**config.mk**
```make
export PLATFORM = sky130hd
export DESIGN_NAME = ht16d35a_cmd_sequencer_flat
export DESIGN_NICKNAME = d
export VERILOG_FILES = /design/src/rtl/ht16d35a_cmd_sequencer_if.sv /design/src/rtl/ht16d35a_cmd_sequencer.sv /design/src/flat_wrapper.sv
export SDC_FILE = /design/constraint.sdc
export NUM_CORES = 1
export LEC_CHECK = 0
export ABC_AREA = 1
export CORE_MARGIN = 4
export CORE_UTILIZATION = 40
export CTS_CLUSTER_DIAMETER = 30
export DETAILED_ROUTE_END_ITERATION = 8
export SLEW_MARGIN = 20
export SYNTH_ARGS = -nofsm -noshare
export SYNTH_HDL_FRONTEND = slang
export SYNTH_SLANG_ARGS = --single-unit
export TNS_END_PERCENT = 10
```
**constraint.sdc**
```tcl
create_clock -name clk -period 2.3 [get_ports clk]
set_input_delay 0.69 -clock clk [delete_from_list [all_inputs] [get_ports clk]]
set_output_delay 0.69 -clock clk [all_outputs]
set_load 0.005 [all_outputs]
```
**src/rtl/ht16d35a_cmd_sequencer_if.sv**
```systemverilog
// Handshake/bus bundle between the HT16D35A command sequencer, the SPI
// controller it feeds and the host that issues display-RAM writes.
//   spi_activate/spi_in_cs/spi_out_data/spi_out_count : sequencer -> controller
//   spi_busy                                          : controller -> sequencer
//   req_valid/req_cs/req_addr/req_data/req_len        : host -> sequencer
//   req_ready                                         : sequencer -> host
// Modports: master = sequencer side, slave = controller/host side.
interface ht16d35a_cmd_sequencer_if #(
    parameter int NUM_SELECTS  = 2,
    parameter int OUT_BYTES    = 8,
    parameter int OUT_BYTES_SZ = $clog2(OUT_BYTES)
);
    logic                          spi_activate;
    logic [NUM_SELECTS-1:0]        spi_in_cs;
    logic [OUT_BYTES-1:0][7:0]     spi_out_data;
    logic [OUT_BYTES_SZ-1:0]       spi_out_count;
    logic                          spi_busy;
    logic                          req_valid;
    logic                          req_ready;
    logic [NUM_SELECTS-1:0]        req_cs;
    logic [7:0]                    req_addr;
    logic [OUT_BYTES-3:0][7:0]     req_data;
    logic [OUT_BYTES_SZ-1:0]       req_len;

    modport master (
        output spi_activate, spi_in_cs, spi_out_data, spi_out_count, req_ready,
        input  spi_busy, req_valid, req_cs, req_addr, req_data, req_len
    );

    modport slave (
        input  spi_activate, spi_in_cs, spi_out_data, spi_out_count, req_ready,
        output spi_busy, req_valid, req_cs, req_addr, req_data, req_len
    );
endinterface

```
**src/rtl/ht16d35a_cmd_sequencer.sv**
```systemverilog
// Command source for the HT16D35A SPI controller. After reset it waits out the
// driver power-up time, broadcasts the init sequence (soft reset, oscillator +
// display on, global brightness) and then turns each host write request into
// one SPI transaction {0x80, addr, payload...}.
// Ports:
//   clk, reset_n  : clock, asynchronous active-low reset
//   bus (master)  : controller handshake (activate/busy, cs, byte buffer, count)
//                   and host request channel (valid/ready, cs, addr, data, len)
//   init_done     : init sequence finished, requests are accepted
//   error         : sticky, set on an accept timeout or an illegal req_len
module ht16d35a_cmd_sequencer #(
    parameter int         NUM_SELECTS  = 2,
    parameter int         OUT_BYTES    = 8,
    parameter int         OUT_BYTES_SZ = $clog2(OUT_BYTES),
    parameter int         CLK_POWERUP  = 500000,
    parameter int         CLK_SWRESET  = 50000,
    parameter logic [7:0] BRIGHTNESS   = 8'h40,
    parameter int         ACCEPT_TMO   = 64
) (
    input  logic                      clk,
    input  logic                      reset_n,
    ht16d35a_cmd_sequencer_if.master  bus,
    output logic                      init_done,
    output logic                      error
);

    typedef enum logic [2:0] {
        S_POWERUP,
        S_LOAD,
        S_LAUNCH,
        S_WAIT_ACCEPT,
        S_WAIT_DONE,
        S_DELAY,
        S_READY
    } state_t;

    state_t                    state;
    logic [31:0]               cnt;
    logic [1:0]                idx;
    logic                      in_init;
    logic [NUM_SELECTS-1:0]    lat_cs;
    logic [OUT_BYTES-1:0][7:0] lat_bytes;
    logic [OUT_BYTES_SZ-1:0]   lat_count;

    logic [OUT_BYTES-1:0][7:0] init_bytes;
    logic [OUT_BYTES_SZ-1:0]   init_count;
    logic [OUT_BYTES-1:0][7:0] req_bytes;
    logic                      len_ok;

    always_comb begin
        bus.req_ready = (state == S_READY);
    end

    // Init table, indexed by idx.
    always_comb begin
        init_bytes = '0;
        init_count = '0;
        case (idx)
            2'd0: begin
                init_bytes[0] = 8'hCC;
            end
            2'd1: begin
                init_bytes[0] = 8'h35;
                init_bytes[1] = 8'h03;
                init_count    = OUT_BYTES_SZ'(1);
            end
            default: begin
                init_bytes[0] = 8'h37;
                init_bytes[1] = BRIGHTNESS;
                init_count    = OUT_BYTES_SZ'(1);
            end
        endcase
    end

    // Request frame: write command, start address, then req_len payload bytes.
    always_comb begin
        req_bytes    = '0;
        req_bytes[0] = 8'h80;
        req_bytes[1] = bus.req_addr;
        for (int unsigned i = 0; i < unsigned'(OUT_BYTES - 2); i++) begin
            if (i < 32'(bus.req_len)) begin
                req_bytes[i + 2] = bus.req_data[i];
            end
        end
        len_ok = (bus.req_len != '0) && (32'(bus.req_len) <= 32'(OUT_BYTES - 2));
    end

    always_ff @(posedge clk or negedge reset_n) begin
        if (!reset_n) begin
            state             <= S_POWERUP;
            cnt               <= '0;
            idx               <= '0;
            in_init           <= 1'b1;
            lat_cs            <= '0;
            lat_bytes         <= '0;
            lat_count         <= '0;
            bus.spi_activate  <= 1'b0;
            bus.spi_in_cs     <= '0;
            bus.spi_out_data  <= '0;
            bus.spi_out_count <= '0;
            init_done         <= 1'b0;
            error             <= 1'b0;
        end else begin
            case (state)
                S_POWERUP: begin
                    // Controller holds busy high while it is itself in reset.
                    if (cnt < 32'(CLK_POWERUP - 1)) begin
                        cnt <= cnt + 32'd1;
                    end else if (!bus.spi_busy) begin
                        state   <= S_LOAD;
                        idx     <= '0;
                        in_init <= 1'b1;
                    end
                end
                S_LOAD: begin
                    if (in_init) begin
                        bus.spi_in_cs     <= '1;
                        bus.spi_out_data  <= init_bytes;
                        bus.spi_out_count <= init_count;
                    end else begin
                        bus.spi_in_cs     <= lat_cs;
                        bus.spi_out_data  <= lat_bytes;
                        bus.spi_out_count <= lat_count;
                    end
                    // Activate is registered here so it is high exactly while
                    // the state is S_LAUNCH / S_WAIT_ACCEPT.
                    bus.spi_activate <= 1'b1;
                    cnt              <= '0;
                    state            <= S_LAUNCH;
                end
                S_LAUNCH: begin
                    cnt   <= cnt + 32'd1;
                    state <= S_WAIT_ACCEPT;
                end
                S_WAIT_ACCEPT: begin
                    // cnt counts cycles since activate rose, so the timeout
                    // fires after exactly ACCEPT_TMO cycles of activate.
                    if (bus.spi_busy) begin
                        bus.spi_activate <= 1'b0;
                        state            <= S_WAIT_DONE;
                    end else if (cnt >= 32'(ACCEPT_TMO - 1)) begin
                        bus.spi_activate <= 1'b0;
                        error            <= 1'b1;
                        init_done        <= 1'b1;
                        in_init          <= 1'b0;
                        state            <= S_READY;
                    end else begin
                        cnt <= cnt + 32'd1;
                    end
                end
                S_WAIT_DONE: begin
                    if (!bus.spi_busy) begin
                        if (in_init && idx == 2'd0) begin
                            cnt   <= '0;
                            state <= S_DELAY;
                        end else if (in_init && idx == 2'd1) begin
                            idx   <= 2'd2;
                            state <= S_LOAD;
                        end else begin
                            init_done <= 1'b1;
                            in_init   <= 1'b0;
                            state     <= S_READY;
                        end
                    end
                end
                S_DELAY: begin
                    if (cnt >= 32'(CLK_SWRESET - 1)) begin
                        idx   <= 2'd1;
                        state <= S_LOAD;
                    end else begin
                        cnt <= cnt + 32'd1;
                    end
                end
                S_READY: begin
                    if (bus.req_valid) begin
                        if (len_ok) begin
                            lat_cs    <= bus.req_cs;
                            lat_bytes <= req_bytes;
                            lat_count <= bus.req_len + OUT_BYTES_SZ'(1);
                            in_init   <= 1'b0;
                            state     <= S_LOAD;
                        end else begin
                            error <= 1'b1;
                        end
                    end
                end
                default: begin
                    state <= S_POWERUP;
                end
            endcase
        end
    end

endmodule

```
**src/flat_wrapper.sv**
```systemverilog
// flat-port wrapper written by rule: the top's interface ports become plain ports
module ht16d35a_cmd_sequencer_flat 
#(
    parameter int         NUM_SELECTS  = 2,
    parameter int         OUT_BYTES    = 8,
    parameter int         OUT_BYTES_SZ = $clog2(OUT_BYTES),
    parameter int         CLK_POWERUP  = 500000,
    parameter int         CLK_SWRESET  = 50000,
    parameter logic [7:0] BRIGHTNESS   = 8'h40,
    parameter int         ACCEPT_TMO   = 64
)
  (clk, reset_n, init_done, error, bus_spi_activate, bus_spi_in_cs, bus_spi_out_data, bus_spi_out_count, bus_req_ready, bus_spi_busy, bus_req_valid, bus_req_cs, bus_req_addr, bus_req_data, bus_req_len);
  ht16d35a_cmd_sequencer_if #(.NUM_SELECTS(NUM_SELECTS), .OUT_BYTES(OUT_BYTES), .OUT_BYTES_SZ(OUT_BYTES_SZ)) bus_i ();
  input  logic clk;
  input  logic reset_n;
  output logic init_done;
  output logic error;
  output wire logic [$bits(bus_i.spi_activate)-1:0] bus_spi_activate;
  output wire logic [$bits(bus_i.spi_in_cs)-1:0] bus_spi_in_cs;
  output wire logic [$bits(bus_i.spi_out_data)-1:0] bus_spi_out_data;
  output wire logic [$bits(bus_i.spi_out_count)-1:0] bus_spi_out_count;
  output wire logic [$bits(bus_i.req_ready)-1:0] bus_req_ready;
  input wire logic [$bits(bus_i.spi_busy)-1:0] bus_spi_busy;
  input wire logic [$bits(bus_i.req_valid)-1:0] bus_req_valid;
  input wire logic [$bits(bus_i.req_cs)-1:0] bus_req_cs;
  input wire logic [$bits(bus_i.req_addr)-1:0] bus_req_addr;
  input wire logic [$bits(bus_i.req_data)-1:0] bus_req_data;
  input wire logic [$bits(bus_i.req_len)-1:0] bus_req_len;
  assign bus_spi_activate = bus_i.spi_activate;
  assign bus_spi_in_cs = bus_i.spi_in_cs;
  assign bus_spi_out_data = bus_i.spi_out_data;
  assign bus_spi_out_count = bus_i.spi_out_count;
  assign bus_req_ready = bus_i.req_ready;
  assign bus_i.spi_busy = bus_spi_busy;
  assign bus_i.req_valid = bus_req_valid;
  assign bus_i.req_cs = bus_req_cs;
  assign bus_i.req_addr = bus_req_addr;
  assign bus_i.req_data = bus_req_data;
  assign bus_i.req_len = bus_req_len;
  ht16d35a_cmd_sequencer #(.NUM_SELECTS(NUM_SELECTS), .OUT_BYTES(OUT_BYTES), .OUT_BYTES_SZ(OUT_BYTES_SZ), .CLK_POWERUP(CLK_POWERUP), .CLK_SWRESET(CLK_SWRESET), .BRIGHTNESS(BRIGHTNESS), .ACCEPT_TMO(ACCEPT_TMO)) u_core (.clk(clk), .reset_n(reset_n), .bus(bus_i), .init_done(init_done), .error(error));
endmodule
```
==> results of run 1 <==
synthesized netlist by cell type:
cell type    n  area share (%)
nand2_1    281              13
or2_2        1           0.078
nand3_1     92             5.8
buf_6        5            0.70
o21a_1       1           0.094
buf_2       16             1.0
o31ai_1      1           0.094
o21ai_0     85             5.3
o22ai_1      1           0.078
xor2_1      18             2.0
o21bai_1     3            0.28
a22o_1       1            0.11
buf_1        2           0.094
clkbuf_1    14            0.66
nor2_1     132             6.2
nor3_1       9            0.56
buf_4        4            0.38
nand3b_1     1           0.094
xnor2_1      4            0.44
clkbuf_2     1           0.063
o211ai_1     3            0.28
a21oi_1     13            0.81
dfstp_2      1            0.33
ha_1         3            0.47
a2bb2oi_1    3            0.33
nand2_2      2            0.16
dfrtp_1    168              53
inv_1      101             4.7
nor2_4       1            0.14
nor2_2       2            0.16
inv_2        5            0.23
o21ai_1     41             2.6
nand4_1      1           0.078
worst max path at each step:
| stage | to | slack [ns] |
|---|---|---|
| 6_report | u_core.state[2]$_DFFE_PN0P_ | 0.18 |
| 2_1_floorplan | u_core.lat_bytes[48]$_DFFE_PN0P_ | 0.40 |
| 5_1_grt | u_core.lat_bytes[24]$_DFFE_PN0P_ | 0.01 |
| 3_5_place_dp | u_core.lat_bytes[41]$_DFFE_PN0P_ | -0.26 |
| 3_3_place_gp | u_core.lat_bytes[48]$_DFFE_PN0P_ | -0.18 |
| 4_1_cts | u_core.lat_bytes[24]$_DFFE_PN0P_ | 0.20 |
flip-flops by register name, summed over array words and instances (netlist names):
register                  flops
u_core.error                  1
u_core.lat_count              3
u_core.init_done              1
u_core.idx                    2
u_core.bus.spi_in_cs          2
u_core.bus.spi_activate       1
u_core.cnt                   32
u_core.lat_cs                 2
u_core.bus.spi_out_data      61
u_core.state                  3
u_core.in_init                1
u_core.bus.spi_out_count      3
u_core.lat_bytes             57
stage by stage:
step | instance area, µm² | setup TNS, ns | hold slack [ns] | worst slack, ns
6_report | 10500 | 0 | 0.2154 | 0.1763
5_1_grt | 10500 | 0 | 0.2408 | 0.01428
4_1_cts | 10500 | 0 | 0.2302 | 0.2040
3_5_place_dp | 9871 | -14.00 | 0.4538 | -0.2586
3_3_place_gp | 9871 | -9.721 | 0.4449 | -0.1778
2_1_floorplan | 7999 | 0 | 0.3944 | 0.3985
what timing repair did:
| item | in CTS | in global routing |
|---|---|---|
| endpoints found under the hold margin | 0 | 0 |
| gates resized for setup | 2 | 0 |
| setup buffers | 2 | 0 |
| setup endpoints to repair | 1 | 0 |
layout make-up:
cell class	count	area, µm²
Fill cell	1888	9087
Inverter	106	399.1
Clock buffer	18	439.2
Multi-Input combinational cell	699	3147
Clock inverter	14	173.9
Timing Repair Buffer	175	1782
Tap cell	265	331.6
Sequential cell	169	4230
cell usage in the layout (no fill, tap or decap), types with 10 or more instances in the layout:
cell and n:
nand2_1 280, dfrtp_1 168, clkdlybuf4s50_1 135, nor2_1 132, inv_1 101, nand3_1 92, o21ai_0 85, o21ai_1 41
buf_4 28, xor2_1 18, clkbuf_16 17, a21oi_1 13, buf_12 10
worst register-to-register path, cell delays in order, from the launching register on:
cell     delay [ns]
dfrtp_1        0.40
ha_1           0.21
nand2_1        0.09
nor2_1         0.09
a21oi_1        0.25
nand4_1        0.17
nand2_1        0.12
nand2_1        0.09
nor2_4         0.13
nand2_2        0.08
buf_12         0.17
nand2_1        0.08
nand2_1        0.05
kinds of logic after synthesis:
logic type / after synthesis / synth area share [%]
flip-flops: 169 / 52.89
AND/OR/NAND/NOR: 522 / 26.40
AO/OA/AOI/OAI: 152 / 9.964
XOR/XNOR: 22 / 2.409
adder cells (fa/ha/maj): 3 / 0.4693
buffers and inverters: 148 / 7.868
power breakdown:
group	leakage, nW	internal, mW	switching [mW]
clock	0.294	1.59	1.37
sequential	2.11	4.10	0.543
combinational	2.53	2.00	2.23
routing by layer:
layer / global-route usage [%] / vias to the layer above / wire length (µm)
met5: 0 / - / 13
met4: 4.622 / 2 / 236
met3: 6.723 / 20 / 1565
met2: 30.54 / 166 / 9876
met1: 27.29 / 3269 / 9955
li1: - / 3518 / -
==> run summary, run 1 <==
Status -> completed
WP data required -> 2.67 ns
Largest net degree at the start of global routing -> 68
RSZ-0062 raised after global routing -> false
Syn nets -> 1,084
Max-cap violations -> 0
Fmax -> 470.9 MHz
Area growth syn-to-layout -> 31.30%
CTS tree -> yes
WP data arrival -> 2.49 ns
DRC errors left -> 0
Clock slew at reported path FFs -> 0.07 ns
CTS Buf Count -> 17
Post-layout utilization of the core -> 53.61%
Routed WL -> 21.65 mm
Worst Path Buf+Inv -> 3
Synth Register Bits -> 169
Slew headroom -> 64.50%
Clock buffer depth -> 2
Clock H-tree levels -> 4
Mapped Cells -> 1,016
Detailed placement HPWL -> 15.38 mm
FF-to-FF setup slack -> 0.27 ns
Critical path class -> in2reg
Mapped Avg Cell Area -> 7.873 µm²
CP Capture Type -> flop
Slew Viols, Final -> 0
Via count -> 6,975
CP Max Fanout -> 4
Final setup violation count -> 0
IO Count -> 138
CP Depth -> 11
Worst flop-to-flop path endpoint -> u_core.cnt[2]$_DFFE_PN0P_
Die height -> 149.4 µm
Port Buf Inserts -> 137
Ant diodes -> 0
Critical path, cell by cell -> clkdlybuf4s50_1 > inv_1 > ha_1 > nand2_1 > o21ai_0 > buf_4 > a21oi_1 > nand2_1 > nor2_1 > nand2_1 > nand2_1
Global-route usage over all layers -> 19.83%
CP max stage delay -> 0.52 ns
Initial antenna violation count -> 1
WL/cell -> 14.97 µm
Fin Clk Skew -> 0.01164 ns
CP top delay family -> buffers and inverters
CP dominant cell by count -> nand2_1
Layout cell share with drive strength beyond 1 -> 7.113%
# placed instances -> 1,412
Clk sink count -> 169
Startpoint type of the worst setup path -> input port
Setup crit start -> bus_req_len[1]
Final Non-Filler Cells -> 1,446
Hold Crit Class -> in2async
Gpl congestion -> 0.9326
Vias in the first global route -> 6,817
RR Startpoint -> u_core.cnt[1]$_DFFE_PN0P_
Yosys warns -> 0
Die area -> 22,320 µm²
Cell Area, Synth -> 7999 µm²
Static leakage -> 4.931 nW
# rows -> 51
Initial DRC count -> 422
Nets -> 1,236
Unique masters post-synth -> 33
Overall Power -> 11.84 mW
Sequential area share after synthesis -> 52.89%
Hold Vio Cnt, Final -> 0
Global-route wire length before repair -> 35.05 mm
Initial Util -> 40.83%
Congestion Overflow GR -> 0
Chip width -> 149.4 µm
Core Box Area -> 19,590 µm²
Clock period minus worst slack -> 2.124 ns
Worst Reg2Reg Path Length in Cells -> 12
Max IR drop VDD -> 0.5166 mV
Slowest stage cell, crit path -> clkdlybuf4s50_1
Worst Tran Pin Value -> 0.5325 ns
Worst skew pair latency -> 0.44 ns
Cts hold-fix bufs -> 0
Post-route clock period utilization -> 92.33%
Routed vias/inst -> 4.824
Final antenna-violating net count -> 0
Drt pass-1 iters -> 5
CTS Root Cell -> clkbuf_16
P per Cell Area -> 1127 nW/µm²
Power figures use the tool's default switching activity.
==> run 2: changes to the inputs <==
==> constraint.sdc (replaced) <==
create_clock -name clk -period 2.3 [get_ports clk]
set_input_delay 0.69 -clock clk [delete_from_list [all_inputs] [get_ports clk]]
set_output_delay 0.69 -clock clk [all_outputs]
set_load 0.05 [all_outputs]
==> run summary, run 2 (synthesis gave the netlist of run 1 again) <==
Cts hold-fix bufs -> 0
Number of flip-flops in the largest register -> 61
Critical path class -> reg2out
Clock period minus worst slack -> 2.251 ns
Initial DRC count -> 428
Setup crit start -> u_core.init_done$_DFFE_PN0P_
Global-route wire length before repair -> 35.44 mm
Clock slew at reported path FFs -> 0.07 ns
Hold Crit Class -> in2async
# rows -> 51
Routed vias/inst -> 4.874
Ant diodes -> 0
Nets -> 1,233
Critical path, cell by cell -> clkdlybuf4s50_1
Max IR drop VDD -> 0.7206 mV
WL/cell -> 14.91 µm
IO Count -> 138
Startpoint type of the worst setup path -> flop
Die height -> 149.4 µm
Largest net degree at the start of global routing -> 68
Fmax -> 444.3 MHz
Routed WL -> 21.51 mm
CP top delay family -> buffers and inverters
Vias in the first global route -> 6,854
Max-cap violations -> 0
WP data required -> 1.61 ns
Area growth syn-to-layout -> 30.17%
Setup TNS -> 0 ns
Post-route clock period utilization -> 97.86%
Global-route usage over all layers -> 19.88%
Layout cell share with drive strength beyond 1 -> 7.980%
Area after DPL -> 9856 µm²
Fill cells -> 1,910
P per Cell Area -> 1259 nW/µm²
Clk sink count -> 169
Commonest non-fill, non-tap cell in the layout -> nand2_1
CTS Root Cell -> clkbuf_16
CP Max Fanout -> 2
Chip width -> 149.4 µm
DRC errors left -> 0
Worst Tran Pin Value -> 0.5436 ns
CP Capture Type -> output pin
CP max stage delay -> 0.80 ns
Worst Path Buf+Inv -> 1
Core Box Area -> 19,590 µm²
Slew headroom -> 63.76%
WP data arrival -> 1.56 ns
Status -> completed
Final antenna-violating net count -> 0
Slew Viols, Final -> 0
Most flops, register -> u_core.bus.spi_out_data
Hold Vio Cnt, Final -> 0
Congestion Overflow GR -> 0
RSZ-0062 raised after global routing -> true
Clock buffer depth -> 2
Static leakage -> 5.185 nW
Die area -> 22,320 µm²
Drt pass-1 iters -> 5
RR Startpoint -> u_core.cnt[1]$_DFFE_PN0P_
Initial Util -> 40.83%
CTS tree -> yes
Most frequent cells in the layout -> 280 x nand2_1, 168 x dfrtp_1, 132 x nor2_1, 101 x inv_1, 92 x nand3_1
Gpl congestion -> 0.9214
CTS Buf Count -> 17
Final Instance Area -> 10,410 µm²
Slowest stage cell, crit path -> clkdlybuf4s50_1
Via count -> 7,033
Worst skew pair latency -> 0.43 ns
Detailed placement HPWL -> 15.25 mm
Port Buf Inserts -> 137
Initial antenna violation count -> 0
Fin Clk Skew -> 0.009445 ns
Final setup violation count -> 0
Clock H-tree levels -> 4
Post-CTS Setup Repair Bufs -> 0
Largest regs -> u_core.bus.spi_out_data: 61 flops, u_core.lat_bytes: 57 flops, u_core.cnt: 32 flops
## run 2: changes by cell type in the layout (fill, tap and decap cells not counted), moves of 2 or more
| cell | delta |
|---|---|
| dlygate4sd2_1 | +47 |
| dlymetal6s2s_1 | +11 |
| clkdlybuf4s50_1 | -71 |
| clkinvlp_4 | +2 |
| buf_4 | +7 |
| buf_12 | +2 |
## run 2: final timing paths
| path | to | slack, ns | cells after the start |
|---|---|---|---|
| worst max register to register | u_core.cnt[3]$_DFFE_PN0P_ | 0.19 | 12 |
| worst max-delay path | init_done | 0.05 | 1 |
| worst min-delay path | u_core.cnt[28]$_DFFE_PN0P_ | 0.22 | 1 |
| max in group asynchronous | u_core.lat_bytes[19]$_DFFE_PN0P_ | 1.48 | 2 |
| min in group clk | u_core.init_done$_DFFE_PN0P_ | 0.46 | 2 |
| worst min register to register | u_core.init_done$_DFFE_PN0P_ | 0.46 | 2 |
## run 2: per-stage QoR
step	setup slack [ns]	std cells	utilization [%]	hold slack (ns)	power, mW
after floorplan	0.3552	1016	-	0.3944	8.496
after global placement	-0.1807	1411	50.31	0.4459	10.60
after detailed placement	-0.2986	1411	50.31	0.4500	10.68
after CTS	0.0008165	1443	52.99	0.2358	13.26
after global routing	-0.001728	1443	53.15	0.2600	13.95
final	0.04923	1443	53.15	0.2191	13.11
## run 2: timing repair
item                       in CTS  in global routing
gates resized for setup        48                 12
setup endpoints to repair      48                 12
hold endpoints to repair        0                  0
## run 2: layout make-up
cell class | count | area (µm²) | share of cell area (%)
clock inverter | 15 | 160.2 | 1.538
tap | 265 | 331.6 | 3.184
sequential | 169 | 4230 | 40.63
inverter | 106 | 399.1 | 3.833
clock buffer | 17 | 425.4 | 4.086
multi-input combinational | 699 | 3142 | 30.17
timing repair buffer | 172 | 1724 | 16.56
## run 2: per-layer routing
layer,global-route usage [%],wire length [µm],vias to the layer above,part of all wire [%]
li1,-,-,3511,-
met1,27.73,10000,3334,47
met2,30.77,9876,176,46
met3,6.511,1519,12,7.1
met4,3.799,112,0,0.52
met5,0,0,-,0
## run 2: power by group
part / internal, mW / leakage, nW / switching [mW] / total (mW)
clock network: 1.44 / 0.273 / 1.36 / 2.80
logic: 1.71 / 2.80 / 3.96 / 5.67
registers: 4.10 / 2.11 / 0.541 / 4.64
total: 7.26 / 5.18 / 5.85 / 13.1
==> run 3: changes to the inputs <==
--- a/config.mk
+++ b/config.mk
@@ -10,6 +10,7 @@
 export CORE_UTILIZATION = 40
 export CTS_CLUSTER_DIAMETER = 30
 export DETAILED_ROUTE_END_ITERATION = 8
+export PLACE_DENSITY = 0.72
 export SLEW_MARGIN = 20
 export SYNTH_ARGS = -nofsm -noshare
 export SYNTH_HDL_FRONTEND = slang
==> run summary, run 3 (synthesis gave the netlist of run 1 again) <==
P per Cell Area -> 1262 nW/µm²
Clock slew at reported path FFs -> 0.07 ns
DRC errors left -> 0
Most flops, register -> u_core.bus.spi_out_data
Max IR drop VDD -> 0.6959 mV
Met2 Resource Use GR -> 29.80%
Chip width -> 149.4 µm
Clock buffer depth -> 2
WL/cell -> 14.89 µm
Slew Viols, Final -> 0
Ant diodes -> 0
Final antenna-violating net count -> 0
Critical path, cell by cell -> clkdlybuf4s50_1 > inv_1 > ha_1 > nand2_1 > o21ai_1 > nor2_1 > nand2_2 > clkinv_2 > buf_12 > nand3_1 > o21ai_1
Slowest stage cell, crit path -> clkdlybuf4s50_1
IO Count -> 138
Die area -> 22,320 µm²
Global-route wire length before repair -> 34.83 mm
CTS Buf Count -> 17
Critical path class -> in2reg
Fin Clk Skew -> 0.01097 ns
Gpl congestion -> 0.9375
Routed vias/inst -> 4.949
Worst Tran Pin Value -> 0.5641 ns
CP dominant cell by count -> o21ai_1
Cts hold-fix bufs -> 0
CP max stage delay -> 0.48 ns
# rows -> 51
Core Box Area -> 19,590 µm²
Post-place setup slack -> -0.3128 ns
Max-cap violations -> 0
Hold Vio Cnt, Final -> 0
CTS tree -> yes
Met1 Use GR -> 27.11%
Via count -> 7,127
Slew headroom -> 62.54%
Setup ws final -> 0.1596 ns
Status -> completed
Hold Crit Class -> in2async
Die height -> 149.4 µm
Most frequent cells in the layout -> 280 x nand2_1, 168 x dfrtp_1, 132 x nor2_1, 101 x inv_1, 92 x nand3_1
Fmax -> 467.2 MHz
WP data arrival -> 2.49 ns
Largest net degree at the start of global routing -> 55
RSZ-0062 raised after global routing -> false
Clk sink count -> 169
Clock period minus worst slack -> 2.140 ns
Global-route usage over all layers -> 19.49%
Area growth syn-to-layout -> 29.48%
Startpoint type of the worst setup path -> input port
Worst Path Buf+Inv -> 4
Initial antenna violation count -> 0
Worst skew pair latency -> 0.43 ns
Routed WL -> 21.44 mm
Vias in the first global route -> 6,899
Overall Power -> 13.07 mW
Largest regs -> u_core.bus.spi_out_data: 61 flops, u_core.lat_bytes: 57 flops, u_core.cnt: 32 flops
CTS Root Cell -> clkbuf_16
Initial DRC count -> 648
Detailed placement HPWL -> 15.26 mm
CP Capture Type -> flop
Commonest non-fill, non-tap cell in the layout -> nand2_1
WHS -> 0.1636 ns
Drt pass-1 iters -> 5
GR peak layer -> met2
Initial Util -> 40.83%
CP Max Fanout -> 53
Nets -> 1,230
Static leakage -> 5.206 nW
Number of flip-flops in the largest register -> 61
Congestion Overflow GR -> 0
Final setup violation count -> 0
Layout cell share with drive strength beyond 1 -> 7.489%
Port Buf Inserts -> 137
CP top delay family -> buffers and inverters
Routing usage on met3 -> 5.451%
Post-route clock period utilization -> 93.06%
WP data required -> 2.65 ns
Clock H-tree levels -> 4
[run 3: cell count changes in the layout (fill, tap and decap cells not counted), moves of 2 or more]
cell / before / now
clkinv_4: 1 / 3
buf_4: 35 / 33
buf_12: 12 / 8
clkinvlp_4: 4 / 2
dlymetal6s2s_1: 11 / 16
[run 3: stage by stage]
step	TNS (ns)	cells	area, µm²	utilization, %
4_1_cts	0	1439	10310	52.61
3_3_place_gp	-12.60	1407	9786	49.95
6_report	0	1440	10360	52.87
3_5_place_dp	-16.02	1407	9786	49.95
5_1_grt	0	1440	10360	52.87
2_1_floorplan	0	1016	7999	-
[run 3: cell type report]
type                    count  area, µm²
clock buffers              17      425.4
well taps                 265      331.6
multi-input cells         699       3146
repair buffers            169       1670
clock inverters            15      155.1
inverters                 106      399.1
fillers                  1847       9233
flip-flops and latches    169       4230
[run 3: path summary, 6_finish.rpt]
path | from | endpoint | slack [ns] | depth (start not counted)
worst min register to register | u_core.init_done$_DFFE_PN0P_ | u_core.init_done$_DFFE_PN0P_ | 0.46 | 2
worst min-delay path | reset_n | u_core.bus.spi_out_data[41]$_DFFE_PN0P_ | 0.16 | 1
min in group clk | u_core.init_done$_DFFE_PN0P_ | u_core.init_done$_DFFE_PN0P_ | 0.46 | 2
worst max register to register | u_core.cnt[0]$_DFFE_PN0P_ | u_core.cnt[6]$_DFFE_PN0P_ | 0.30 | 12
max in group asynchronous | reset_n | u_core.cnt[14]$_DFFE_PN0P_ | 1.47 | 2
worst max-delay path | bus_req_len[1] | u_core.lat_bytes[57]$_DFFE_PN0P_ | 0.16 | 11
[run 3: power breakdown]
part / leakage (nW) / switching [mW] / total (mW) / internal [mW]
Sequential: 2.11 / 0.582 / 4.69 / 4.11
Clock: 0.278 / 1.33 / 2.78 / 1.44
Combinational: 2.82 / 3.97 / 5.61 / 1.64
Total: 5.21 / 5.88 / 13.1 / 7.19
[run 3: worst reg2reg max path, cell delays in order, from the launching register on]
cell and delay (ns):
dfrtp_1 0.43, ha_1 0.23, nand2_1 0.09, nor2_1 0.10, a21oi_2 0.19, nand4_1 0.15
nand2_1 0.12, nand2_1 0.09, nor2_4 0.13, nand2_2 0.08, buf_12 0.17, nand2_1 0.07
nand2_1 0.05
[run 3: what timing repair did]
action / 4_1_cts / 5_1_grt
resized for setup: 48 / 18
setup buffers: 0 / 1
pin swaps: 0 / 1
setup endpoints to repair: 48 / 50
[run 3: layer usage]
layer	vias to the layer above	wire [µm]
li1	3508	-
met1	3360	9754
met2	229	9703
met3	30	1502
met4	0	473
met5	-	0
